$ cat config.mk
export PLATFORM = sky130hd
export DESIGN_NAME = fetch_cycle_flat
export DESIGN_NICKNAME = d
export VERILOG_FILES = /design/src/rtl/fetch_cycle_if.sv /design/src/rtl/fetch_cycle.sv /design/src/flat_wrapper.sv
export SDC_FILE = /design/constraint.sdc
export NUM_CORES = 1
export LEC_CHECK = 0
export CORE_UTILIZATION = 25
export DETAILED_ROUTE_END_ITERATION = 8
export PLACE_DENSITY = 0.59
export SLEW_MARGIN = 10
export SYNTH_ARGS = -nofsm -noshare
export SYNTH_HDL_FRONTEND = slang
export SYNTH_SLANG_ARGS = --single-unit
export TNS_END_PERCENT = 5
$ cat constraint.sdc
create_clock -name i_clk -period 3.8 [get_ports i_clk]
set_input_delay 0.57 -clock i_clk [delete_from_list [all_inputs] [get_ports i_clk]]
set_output_delay 0.57 -clock i_clk [all_outputs]
set_load 0.01 [all_outputs]
$ cat src/rtl/fetch_cycle_if.sv
// Instruction-memory request/response bundle between the fetch stage and imem.
// One request is accepted per gnt, and each accepted request gets exactly one rvalid.
interface fetch_cycle_if;
  logic        o_imem_req;
  logic [31:0] o_imem_addr;
  logic        i_imem_gnt;
  logic        i_imem_rvalid;
  logic [31:0] i_imem_rdata;

  modport master (
    output o_imem_req,
    output o_imem_addr,
    input  i_imem_gnt,
    input  i_imem_rvalid,
    input  i_imem_rdata
  );

  modport slave (
    input  o_imem_req,
    input  o_imem_addr,
    output i_imem_gnt,
    output i_imem_rvalid,
    output i_imem_rdata
  );
endinterface

$ cat src/rtl/fetch_cycle.sv
// Fetch stage with a single-outstanding imem request, a one-entry response buffer
// for decode stalls, and an IF/ID pipeline register driven by the hazard unit.
module fetch_cycle #(
  parameter logic [31:0] RESET_PC  = 32'h0000_0000,
  parameter logic [31:0] NOP_INSTR = 32'h0000_0013
) (
  input  logic          i_clk,
  input  logic          i_reset,
  fetch_cycle_if.master imem,
  input  logic          StallF,
  input  logic          StallD,
  input  logic          FlushD,
  input  logic          PCSrcE,
  input  logic [31:0]   PCTargetE,
  output logic [31:0]   PCF,
  output logic [31:0]   InstrD,
  output logic [31:0]   PCD,
  output logic [31:0]   PCPlus4D,
  output logic          InstrVldD
);

  typedef enum logic [1:0] {
    S_REQ  = 2'd0,
    S_WAIT = 2'd1,
    S_HOLD = 2'd2
  } state_e;

  state_e      state_q, state_d;
  logic        drop_q, drop_d;
  logic [31:0] pc_q, pc_d;
  logic [31:0] buf_q, buf_d;
  logic [31:0] instr_q, instr_d;
  logic [31:0] pcd_q, pcd_d;
  logic [31:0] pcp4_q, pcp4_d;
  logic        vld_q, vld_d;

  logic        req_s;
  logic        deliver_s;
  logic [31:0] deliver_instr_s;
  logic [31:0] pc_plus4_s;
  logic [31:0] redirect_pc_s;

  assign pc_plus4_s    = pc_q + 32'd4;
  assign redirect_pc_s = {PCTargetE[31:2], 2'b00};

  // State register: FSM state, fetch PC, drop flag and response buffer
  always_ff @(posedge i_clk) begin
    if (i_reset) begin
      state_q <= S_REQ;
      drop_q  <= 1'b0;
      pc_q    <= RESET_PC;
      buf_q   <= 32'h0000_0000;
    end else begin
      state_q <= state_d;
      drop_q  <= drop_d;
      pc_q    <= pc_d;
      buf_q   <= buf_d;
    end
  end

  // Next-state logic; a redirect outranks everything and never delivers the in-flight word
  always_comb begin
    state_d         = state_q;
    drop_d          = drop_q;
    pc_d            = pc_q;
    buf_d           = buf_q;
    deliver_s       = 1'b0;
    deliver_instr_s = buf_q;
    case (state_q)
      S_REQ: begin
        if (req_s && imem.i_imem_gnt) begin
          state_d = S_WAIT;
          drop_d  = PCSrcE;
        end else begin
          state_d = S_REQ;
        end
        if (PCSrcE) begin
          pc_d = redirect_pc_s;
        end else begin
          pc_d = pc_q;
        end
      end
      S_WAIT: begin
        if (PCSrcE) begin
          pc_d = redirect_pc_s;
          if (imem.i_imem_rvalid) begin
            state_d = S_REQ;
            drop_d  = 1'b0;
          end else begin
            state_d = S_WAIT;
            drop_d  = 1'b1;
          end
        end else if (imem.i_imem_rvalid) begin
          if (drop_q) begin
            state_d = S_REQ;
            drop_d  = 1'b0;
          end else if (!StallD && !FlushD) begin
            deliver_s       = 1'b1;
            deliver_instr_s = imem.i_imem_rdata;
            pc_d            = pc_plus4_s;
            state_d         = S_REQ;
          end else begin
            // Decode busy or flushing: park the word so it is delivered later, not lost
            buf_d   = imem.i_imem_rdata;
            state_d = S_HOLD;
          end
        end else begin
          state_d = S_WAIT;
        end
      end
      S_HOLD: begin
        if (PCSrcE) begin
          pc_d    = redirect_pc_s;
          state_d = S_REQ;
        end else if (!StallD && !FlushD) begin
          deliver_s       = 1'b1;
          deliver_instr_s = buf_q;
          pc_d            = pc_plus4_s;
          state_d         = S_REQ;
        end else begin
          state_d = S_HOLD;
        end
      end
      default: begin
        state_d = S_REQ;
        drop_d  = 1'b0;
      end
    endcase
  end

  // Output logic: imem request and visible fetch PC
  always_comb begin
    req_s            = (state_q == S_REQ) && !StallF && !i_reset;
    imem.o_imem_req  = req_s;
    imem.o_imem_addr = pc_q;
    PCF              = pc_q;
  end

  // IF/ID next value: flush > stall > delivery > bubble
  always_comb begin
    instr_d = instr_q;
    pcd_d   = pcd_q;
    pcp4_d  = pcp4_q;
    vld_d   = vld_q;
    if (FlushD) begin
      instr_d = NOP_INSTR;
      pcd_d   = 32'h0000_0000;
      pcp4_d  = 32'h0000_0000;
      vld_d   = 1'b0;
    end else if (StallD) begin
      instr_d = instr_q;
      pcd_d   = pcd_q;
      pcp4_d  = pcp4_q;
      vld_d   = vld_q;
    end else if (deliver_s) begin
      instr_d = deliver_instr_s;
      pcd_d   = pc_q;
      pcp4_d  = pc_plus4_s;
      vld_d   = 1'b1;
    end else begin
      instr_d = NOP_INSTR;
      pcd_d   = 32'h0000_0000;
      pcp4_d  = 32'h0000_0000;
      vld_d   = 1'b0;
    end
  end

  // IF/ID pipeline register
  always_ff @(posedge i_clk) begin
    if (i_reset) begin
      instr_q <= NOP_INSTR;
      pcd_q   <= 32'h0000_0000;
      pcp4_q  <= 32'h0000_0000;
      vld_q   <= 1'b0;
    end else begin
      instr_q <= instr_d;
      pcd_q   <= pcd_d;
      pcp4_q  <= pcp4_d;
      vld_q   <= vld_d;
    end
  end

  assign InstrD    = instr_q;
  assign PCD       = pcd_q;
  assign PCPlus4D  = pcp4_q;
  assign InstrVldD = vld_q;

endmodule

$ cat src/flat_wrapper.sv
// flat-port wrapper written by rule: the top's interface ports become plain ports
module fetch_cycle_flat 
#(
  parameter logic [31:0] RESET_PC  = 32'h0000_0000,
  parameter logic [31:0] NOP_INSTR = 32'h0000_0013
)
  (i_clk, i_reset, StallF, StallD, FlushD, PCSrcE, PCTargetE, PCF, InstrD, PCD, PCPlus4D, InstrVldD, imem_o_imem_req, imem_o_imem_addr, imem_i_imem_gnt, imem_i_imem_rvalid, imem_i_imem_rdata);
  fetch_cycle_if imem_i ();
  input  logic i_clk;
  input  logic i_reset;
  input  logic StallF;
  input  logic StallD;
  input  logic FlushD;
  input  logic PCSrcE;
  input  logic [31:0] PCTargetE;
  output logic [31:0] PCF;
  output logic [31:0] InstrD;
  output logic [31:0] PCD;
  output logic [31:0] PCPlus4D;
  output logic InstrVldD;
  output wire logic [$bits(imem_i.o_imem_req)-1:0] imem_o_imem_req;
  output wire logic [$bits(imem_i.o_imem_addr)-1:0] imem_o_imem_addr;
  input wire logic [$bits(imem_i.i_imem_gnt)-1:0] imem_i_imem_gnt;
  input wire logic [$bits(imem_i.i_imem_rvalid)-1:0] imem_i_imem_rvalid;
  input wire logic [$bits(imem_i.i_imem_rdata)-1:0] imem_i_imem_rdata;
  assign imem_o_imem_req = imem_i.o_imem_req;
  assign imem_o_imem_addr = imem_i.o_imem_addr;
  assign imem_i.i_imem_gnt = imem_i_imem_gnt;
  assign imem_i.i_imem_rvalid = imem_i_imem_rvalid;
  assign imem_i.i_imem_rdata = imem_i_imem_rdata;
  fetch_cycle #(.RESET_PC(RESET_PC), .NOP_INSTR(NOP_INSTR)) u_core (.i_clk(i_clk), .i_reset(i_reset), .imem(imem_i), .StallF(StallF), .StallD(StallD), .FlushD(FlushD), .PCSrcE(PCSrcE), .PCTargetE(PCTargetE), .PCF(PCF), .InstrD(InstrD), .PCD(PCD), .PCPlus4D(PCPlus4D), .InstrVldD(InstrVldD));
endmodule
# Word level (Yosys, flattened, before mapping)
# Index checks and enable logic that the tools add are counted.
# classes
muxes	35
n_eq_ne	6
reduce_logical	14
bitwise_logic	4
add_sub_neg	1
# op_table
cell	n
$mux W32	14
$pmux W32 S3	1
$add A32 B3 Y32 const B	1
$mux W1	12
$mux W2	5
$ne A3 B3 Y1 const B	2
$pmux W2 S3	1
$reduce_and A5 Y1	1
$logic_and A1 B1 Y1	4
$logic_not A1 Y1	4
$not A1 Y1	4
$reduce_and A4 Y1	1
$pmux W1 S3	1
$reduce_and A3 Y1	1
$reduce_bool A3 Y1	1
$eq A2 B1 Y1 const B	1
$eq A2 B2 Y1 const B	1
$logic_not A2 Y1	1
$ne A2 B1 Y1 const B	1
$ne A2 B2 Y1 const B	1
$pmux W1 S2	1
$reduce_or A2 Y1	1
# totals
inputBits	72
output_inout_bits	162
word_cells	68
regBits	164

# Logic depth before layout (Yosys ltp)
# Gate-level depths: netlist (run 1).
# depth
word_depth	8
mapped_depth	10
depth_no_buf	7

# Least setup slack after synthesis (run 1)
# No wires, ideal clock.
# synth_timing
path_kind	register to register
start	register u_core.pc_q[2] (netlist: u_core.PCF[2])
end	register u_core.pc_q[26] (netlist: u_core.PCF[26])
path_buffers	0
path_slack_ps	1644
t_required_ps	3726
setup_time_ps	74
stages_incl_launch_ff	7
synth_period_minus_slack_ps	2156
arrival_time_ps	2082
cell_sequence	dfxtp_1 -> ha_1 -> nand4_1 -> nor3_4 -> nand4_1 -> or4_1 -> a31oi_1
# synth_via
elab_chain_cells	6
elab_cells_between_ends	7
classes_between	add/sub (1); mux (6)
# synth_lines
item	line_no	rtl
from (decl)	fetch_cycle.sv:30	logic [31:0] pc_q, pc_d;
from (signal assigned)	fetch_cycle.sv:56	pc_q <= pc_d;
$add A32 B3 Y32 (*)	fetch_cycle.sv:43	assign pc_plus4_s = pc_q + 32'd4;
$mux W32 (*)	fetch_cycle.sv:97, fetch_cycle.sv:115	
$mux W32	fetch_cycle.sv:94	if (drop_q) begin
$mux W32	fetch_cycle.sv:93	end else if (imem.i_imem_rvalid) begin
$mux W32	fetch_cycle.sv:84	if (PCSrcE) begin
$pmux W32 S3 (*)	fetch_cycle.sv:69	case (state_q)
# Mark *: on every way between the ends. The rest lies on a longest branch, timed or not. The select of a mux whose other input is x is not followed.
# A chain may end at the register's enable or synchronous reset.

# Worst setup path after layout (run 1)
# Ends and elaborated chain as after synthesis.

==> results of run 1 <==
sequential cells by signal, summed over array words and instances, names as in the netlist:
name and flops:
u_core.InstrVldD 1, u_core.PCD 30, u_core.state_q 2, u_core.InstrD 32
u_core.PCPlus4D 30, u_core.buf_q 32, u_core.drop_q 1, u_core.PCF 30
metrics by stage:
stage	hold WS (ns)	total power, mW	instance area, um2	setup slack [ns]
global route	0.470	4.02	10400	0.815
global placement	0.437	2.18	9750	0.808
detailed placement	0.442	2.18	9750	0.813
floorplan	0.433	1.98	7470	1.64
finish	0.454	3.85	10400	1.08
CTS	0.454	3.91	10400	1.01
critical path: stages (launching register included):
cell and delay [ns]:
dfxtp_1 0.55, ha_1 0.37, nand4_1 0.30, nor3_4 0.48, nand4_1 0.26, or4_1 0.52, a31oi_1 0.16
per-layer routing:
metal | up-vias | wire length [um]
li1 | 3418 | -
met1 | 3286 | 11500
met2 | 212 | 11300
met3 | 11 | 1740
met4 | 0 | 182
met5 | - | 0
cell type report:
class | count | area, um2
Tap cell | 384 | 480
Multi-Input combinational cell | 623 | 3680
Clock inverter | 15 | 171
Fill cell | 2993 | 18700
Timing Repair Buffer | 242 | 2360
Sequential cell | 158 | 3160
Clock buffer | 17 | 425
Inverter | 17 | 63.8
power by group through the flow:
stage | Combinational, mW | Sequential [mW] | Clock, mW
final | 0.396 | 1.74 | 1.71
after global routing | 0.428 | 1.75 | 1.84
after CTS | 0.399 | 1.75 | 1.77
after detailed placement | 0.396 | 1.78 | 0
after global placement | 0.394 | 1.78 | 0
after floorplan | 0.219 | 1.76 | 0
synth_stat cells (6+ instances only):
master and instances:
inv_1 16, a31oi_1 11, a21oi_1 71, clkbuf_1 46
a21o_1 8, nand2_1 130, a22oi_1 66, xnor2_1 13
buf_1 8, nand4_1 14, buf_2 16, o32ai_1 6
nand2b_1 6, and2_1 6, o21ai_0 38, mux2_2 32
buf_4 39, nor3_1 8, dfxtp_1 158, nand3_1 23
nor2_1 97, xor2_1 14
worst min-delay path by stage:
stage / slack, ns / cells past startpoint / from / end
2_1_floorplan: 0.43 / 2 / u_core.buf_q[0] / u_core.buf_q[0]
3_3_place_gp: 0.44 / 2 / u_core.PCPlus4D[14] / u_core.PCPlus4D[14]
3_5_place_dp: 0.44 / 2 / u_core.PCPlus4D[14] / u_core.PCPlus4D[14]
4_1_cts: 0.45 / 2 / u_core.buf_q[30] / u_core.buf_q[30]
5_1_grt: 0.47 / 2 / u_core.buf_q[7] / u_core.buf_q[7]
6_report: 0.45 / 2 / u_core.buf_q[30] / u_core.buf_q[30]
logic make-up (layout without fill, tap and decap cells):
group / Yosys count / in the layout / share of synthesized area [%]
flip-flops: 158 / 158 / 42.5
XOR/XNOR: 27 / 27 / 3.18
multiplexers: 32 / 32 / 4.84
adder cells (fa/ha/maj): 5 / 5 / 0.840
other: 1 / 8 / 0.0504
AND/OR/NAND/NOR: 322 / 322 / 20.4
buffers and inverters: 127 / 291 / 8.65
AO/OA/AOI/OAI: 229 / 229 / 19.6
==> impl_metrics.ini, run 1 <==
[routing]
wirelength_um = 24800
routedWlPerCell_um = 17.0
vias = 6927
drt_drc_violations_left = 0
antenna_left = 0
drt_pass1_iterations = 5
initialDrtViolationCount = 507
viasPerCell = 4.76

[yosys]
netlist_area_mm2 = 0.00745
synth_area_leader_cell = dfxtp_1
synth_edf_count = 0
synth_ff_type = dfxtp_1
netlist_instances = 901
yosys.cell_types.count = 62
ys_warn_count = 0
synthArstFlopShare_pct = 0
ys_seq_elements = 158
seq_area_frac_synth_pct = 42.5
syn_area_per_cell_um2 = 8.27
netlist.area_leader.share_pct = 42.5
synth_area_leaders = dfxtp_1 (42%), a22oi_1 (6.7%), nand2_1 (6.6%)

[sta]
grt_setup_unrepaired = no
finalSetupViolCount = 0
finalSetupTns_ns = 0
min_period_over_period_pct = 71.6
hold_viol = 0
finalClockSkew_ns = 0.0134
tightest_slew_ns = 0.883
fmax_mhz = 368
relSlewSlack_pct = 41.1
fin_crit_ns = 2.72
maxSlewViolCount = 0

[power_and_ir_drop]
power_frac_comb_pct = 10.3
vdd_drop_max_mv = 0.237
switching_share_pct = 28.2
power_frac_clock_pct = 44.4
power_frac_seq_pct = 45.3
p_per_area_mw_per_mm2 = 372
p_leak_nw = 3.59
intPower_mw = 2.77
p_sw_mw = 1.09

[global_routing]
grt_start_max_net_pins = 70
grtUsageMet1_pct = 21.5
grt_pass1_vias = 6652
grt_pass1_wl_um = 38400
antenna_found_initial = 0
grt_usage_pct = 16.2
grt_busiest_layer = met2
use_met2_pct = 26.0
use_met3_pct = 4.35
grt-ovfl-total = 0

[setup_path]
end_kind = flop
start_kind = flop
arrival_ns = 3.06
critPathCapture = u_core.PCF[26]
ff2ff_setup_slack_ns = 1.08
worst-setup-path-type = reg -> reg
required_ns = 4.14
rr_worst_depth = 6
r2r_end = u_core.PCF[26]
cp_max_fo = 9
r2r_start = u_core.PCF[2]
worstSetupStartpoint = u_core.PCF[2]

[floorplan]
rows = 62
die-area_mm2 = 0.0305
top_level_ports = 234
die_height_um = 175
die_x_um = 175
start_util_pct = 25.7
fp.coreArea_mm2 = 0.0290

[clocking]
clk_latency_ns = 0.42
clock_sinks = 158
cts_buffer_depth = 2
cts_setup_buffers = 0
cts_root_buffer = clkbuf_16
cts_resized = 0
cts_tree = built
cts_buffers = 17
htree_levels = 4
path_clk_slew_ns = 0.07
ctsHoldBuffers = 0

[layout]
stdcell_count = 1456
layout_common_cells = clkdlybuf4s50_1 (221), dfxtp_1 (158), nand2_1 (130)
mostFrequentLayoutCell = clkdlybuf4s50_1
syn2layout_area_growth_pct = 39.0
final_nets = 1136
post-route-util_pct = 35.7
drive_gt1_share_pct = 9.79
antennaDiodeCount = 0

[placed_design]
gp_congestion = 0.767
place_inst = 1424
hpwl_um = 16700
port_buffers = 223

[job]
drv_cap = 0

[run_status]
outcome = finished clean

[hold_path]
hp-class = reg -> reg
No activity file was read; power rests on OpenSTA's default activity.
==> run 2, diff against run 1 <==
Settings changed: PLACE_DENSITY 0.59 to 0.61.
Clock period 3.8 ns to 2.5 ns, I/O delays scaled along.
==> impl_metrics.ini, run 2 (same netlist as run 1, synthesis figures left out) <==
[sta]
tightest_slew_ns = 0.862
finalSetupTns_ns = 0
finalClockSkew_ns = 0.0136
grt_setup_unrepaired = no
hold_viol = 0
relSlewSlack_pct = 42.6
maxSlewViolCount = 0
min_period_over_period_pct = 91.5
finalSetupViolCount = 0
fmax_mhz = 437
fin_crit_ns = 2.29

[clocking]
cts_buffer_depth = 2
path_clk_slew_ns = 0.07
cts_setup_buffers = 0
clk_latency_ns = 0.44
cts_buffers = 17
ctsHoldBuffers = 0
cts_resized = 0
cts_root_buffer = clkbuf_16
cts_tree = built
htree_levels = 4
clock_sinks = 158

[hold_path]
hp-start = StallD
hp-class = in -> reg
hold_depth = 3
min_to = u_core.InstrVldD

[power_and_ir_drop]
p_per_area_mw_per_mm2 = 558
switching_share_pct = 28.4
p_sw_mw = 1.69
power_frac_comb_pct = 11.6
p_leak_nw = 3.78
vdd_drop_max_mv = 0.409
power_frac_clock_pct = 44.4
intPower_mw = 4.25
power_frac_seq_pct = 44.0

[routing]
wirelength_um = 25300
viasPerCell = 4.76
drt_drc_violations_left = 0
initialDrtViolationCount = 450
antenna_left = 0
drt_pass1_iterations = 5
vias = 7074
routedWlPerCell_um = 17.0

[placed_design]
hpwl_um = 17600
port_buffers = 223
placed_cell_area_mm2 = 0.0100
gp_congestion = 0.801

[floorplan]
die_height_um = 175
top_level_ports = 234
fp.coreArea_mm2 = 0.0290
die_x_um = 175
rows = 62
start_util_pct = 25.7
die-area_mm2 = 0.0305

[layout]
layout_common_cells = clkdlybuf4s50_1 (221), dfxtp_1 (158), nand2_1 (130)
mostFrequentLayoutCell = clkdlybuf4s50_1
syn2layout_area_growth_pct = 42.8
design_area_mm2 = 0.0106
drive_gt1_share_pct = 12.3
final_nets = 1167
antennaDiodeCount = 0

[run_status]
outcome = finished clean

[global_routing]
grt_start_max_net_pins = 70
grt_pass1_wl_um = 39300
grt-ovfl-total = 0
antenna_found_initial = 0
grt_pass1_vias = 6758
grt_usage_pct = 16.5

[setup_path]
rr_worst_depth = 6
r2r_end = u_core.PCF[26]
r2r_start = u_core.PCF[2]
worst-setup-path-type = reg -> out
start_kind = flop
ff2ff_setup_slack_ns = 0.31
end_kind = output pin
cp_max_fo = 5
arrival_ns = 1.91
required_ns = 2.12

[job]
drv_cap = 0
run 2: worst max path at each step:
stage	from	to	slack [ns]	cells past startpoint
after CTS	u_core.state_q[0]	imem_o_imem_req	0.12	4
after floorplan	u_core.PCF[2]	u_core.PCF[26]	0.34	6
after global routing	u_core.state_q[0]	imem_o_imem_req	0.11	4
after global placement	PCSrcE	u_core.PCF[31]	0.14	7
after detailed placement	PCSrcE	u_core.PCF[31]	0.15	7
final	u_core.state_q[0]	imem_o_imem_req	0.21	4
run 2: area by class of cell:
cell class | count | area [um2]
Sequential cell | 158 | 3160
Fill cell | 2990 | 18400
Tap cell | 384 | 480
Multi-Input combinational cell | 623 | 3680
Inverter | 17 | 63.8
Timing Repair Buffer | 273 | 2650
Clock buffer | 17 | 425
Clock inverter | 15 | 170
run 2: power groups by stage:
| stage | registers [mW] | logic [mW] | clock network (mW) |
|---|---|---|---|
| 2_1_floorplan | 2.68 | 0.333 | 0 |
| 3_3_place_gp | 2.67 | 0.688 | 0 |
| 3_5_place_dp | 2.67 | 0.689 | 0 |
| 4_1_cts | 2.61 | 0.695 | 2.71 |
| 5_1_grt | 2.62 | 0.745 | 2.82 |
| 6_report | 2.61 | 0.689 | 2.63 |
run 2: critical path, stage by stage (launching register included):
cell and delay [ns]:
dfxtp_1 0.33, inv_1 0.08, ha_1 0.28, nor3b_2 0.23
clkdlybuf4s50_1 0.56
run 2: layer usage:
metal / up-vias / part of all wire, % / routed length (um) / global-route usage [%]
met2: 227 / 46 / 11600 / 26.2
met3: 16 / 5.9 / 1480 / 3.26
met1: 3338 / 47 / 11900 / 22.6
li1: 3493 / - / - / -
met5: - / 0 / 0 / 0
met4: 0 / 1.2 / 310 / 4.38
run 2: stage by stage:
step | setup slack (ns) | std cells | util, % | total power, mW | hold WS, ns
2_1_floorplan | 0.344 | 908 | - | 3.01 | 0.433
3_3_place_gp | 0.137 | 1455 | 34.6 | 3.36 | 0.436
3_5_place_dp | 0.147 | 1455 | 34.6 | 3.36 | 0.442
4_1_cts | 0.121 | 1487 | 36.6 | 6.02 | 0.275
5_1_grt | 0.111 | 1487 | 36.7 | 6.19 | 0.299
6_report | 0.212 | 1487 | 36.7 | 5.94 | 0.299
==> run 3, diff against run 2 <==
Settings changed: ABC_CLOCK_PERIOD_IN_PS set to 2500.
==> results of run 3 <==
Same layout as run 2: the final DEF is identical, and so are final timing and power.
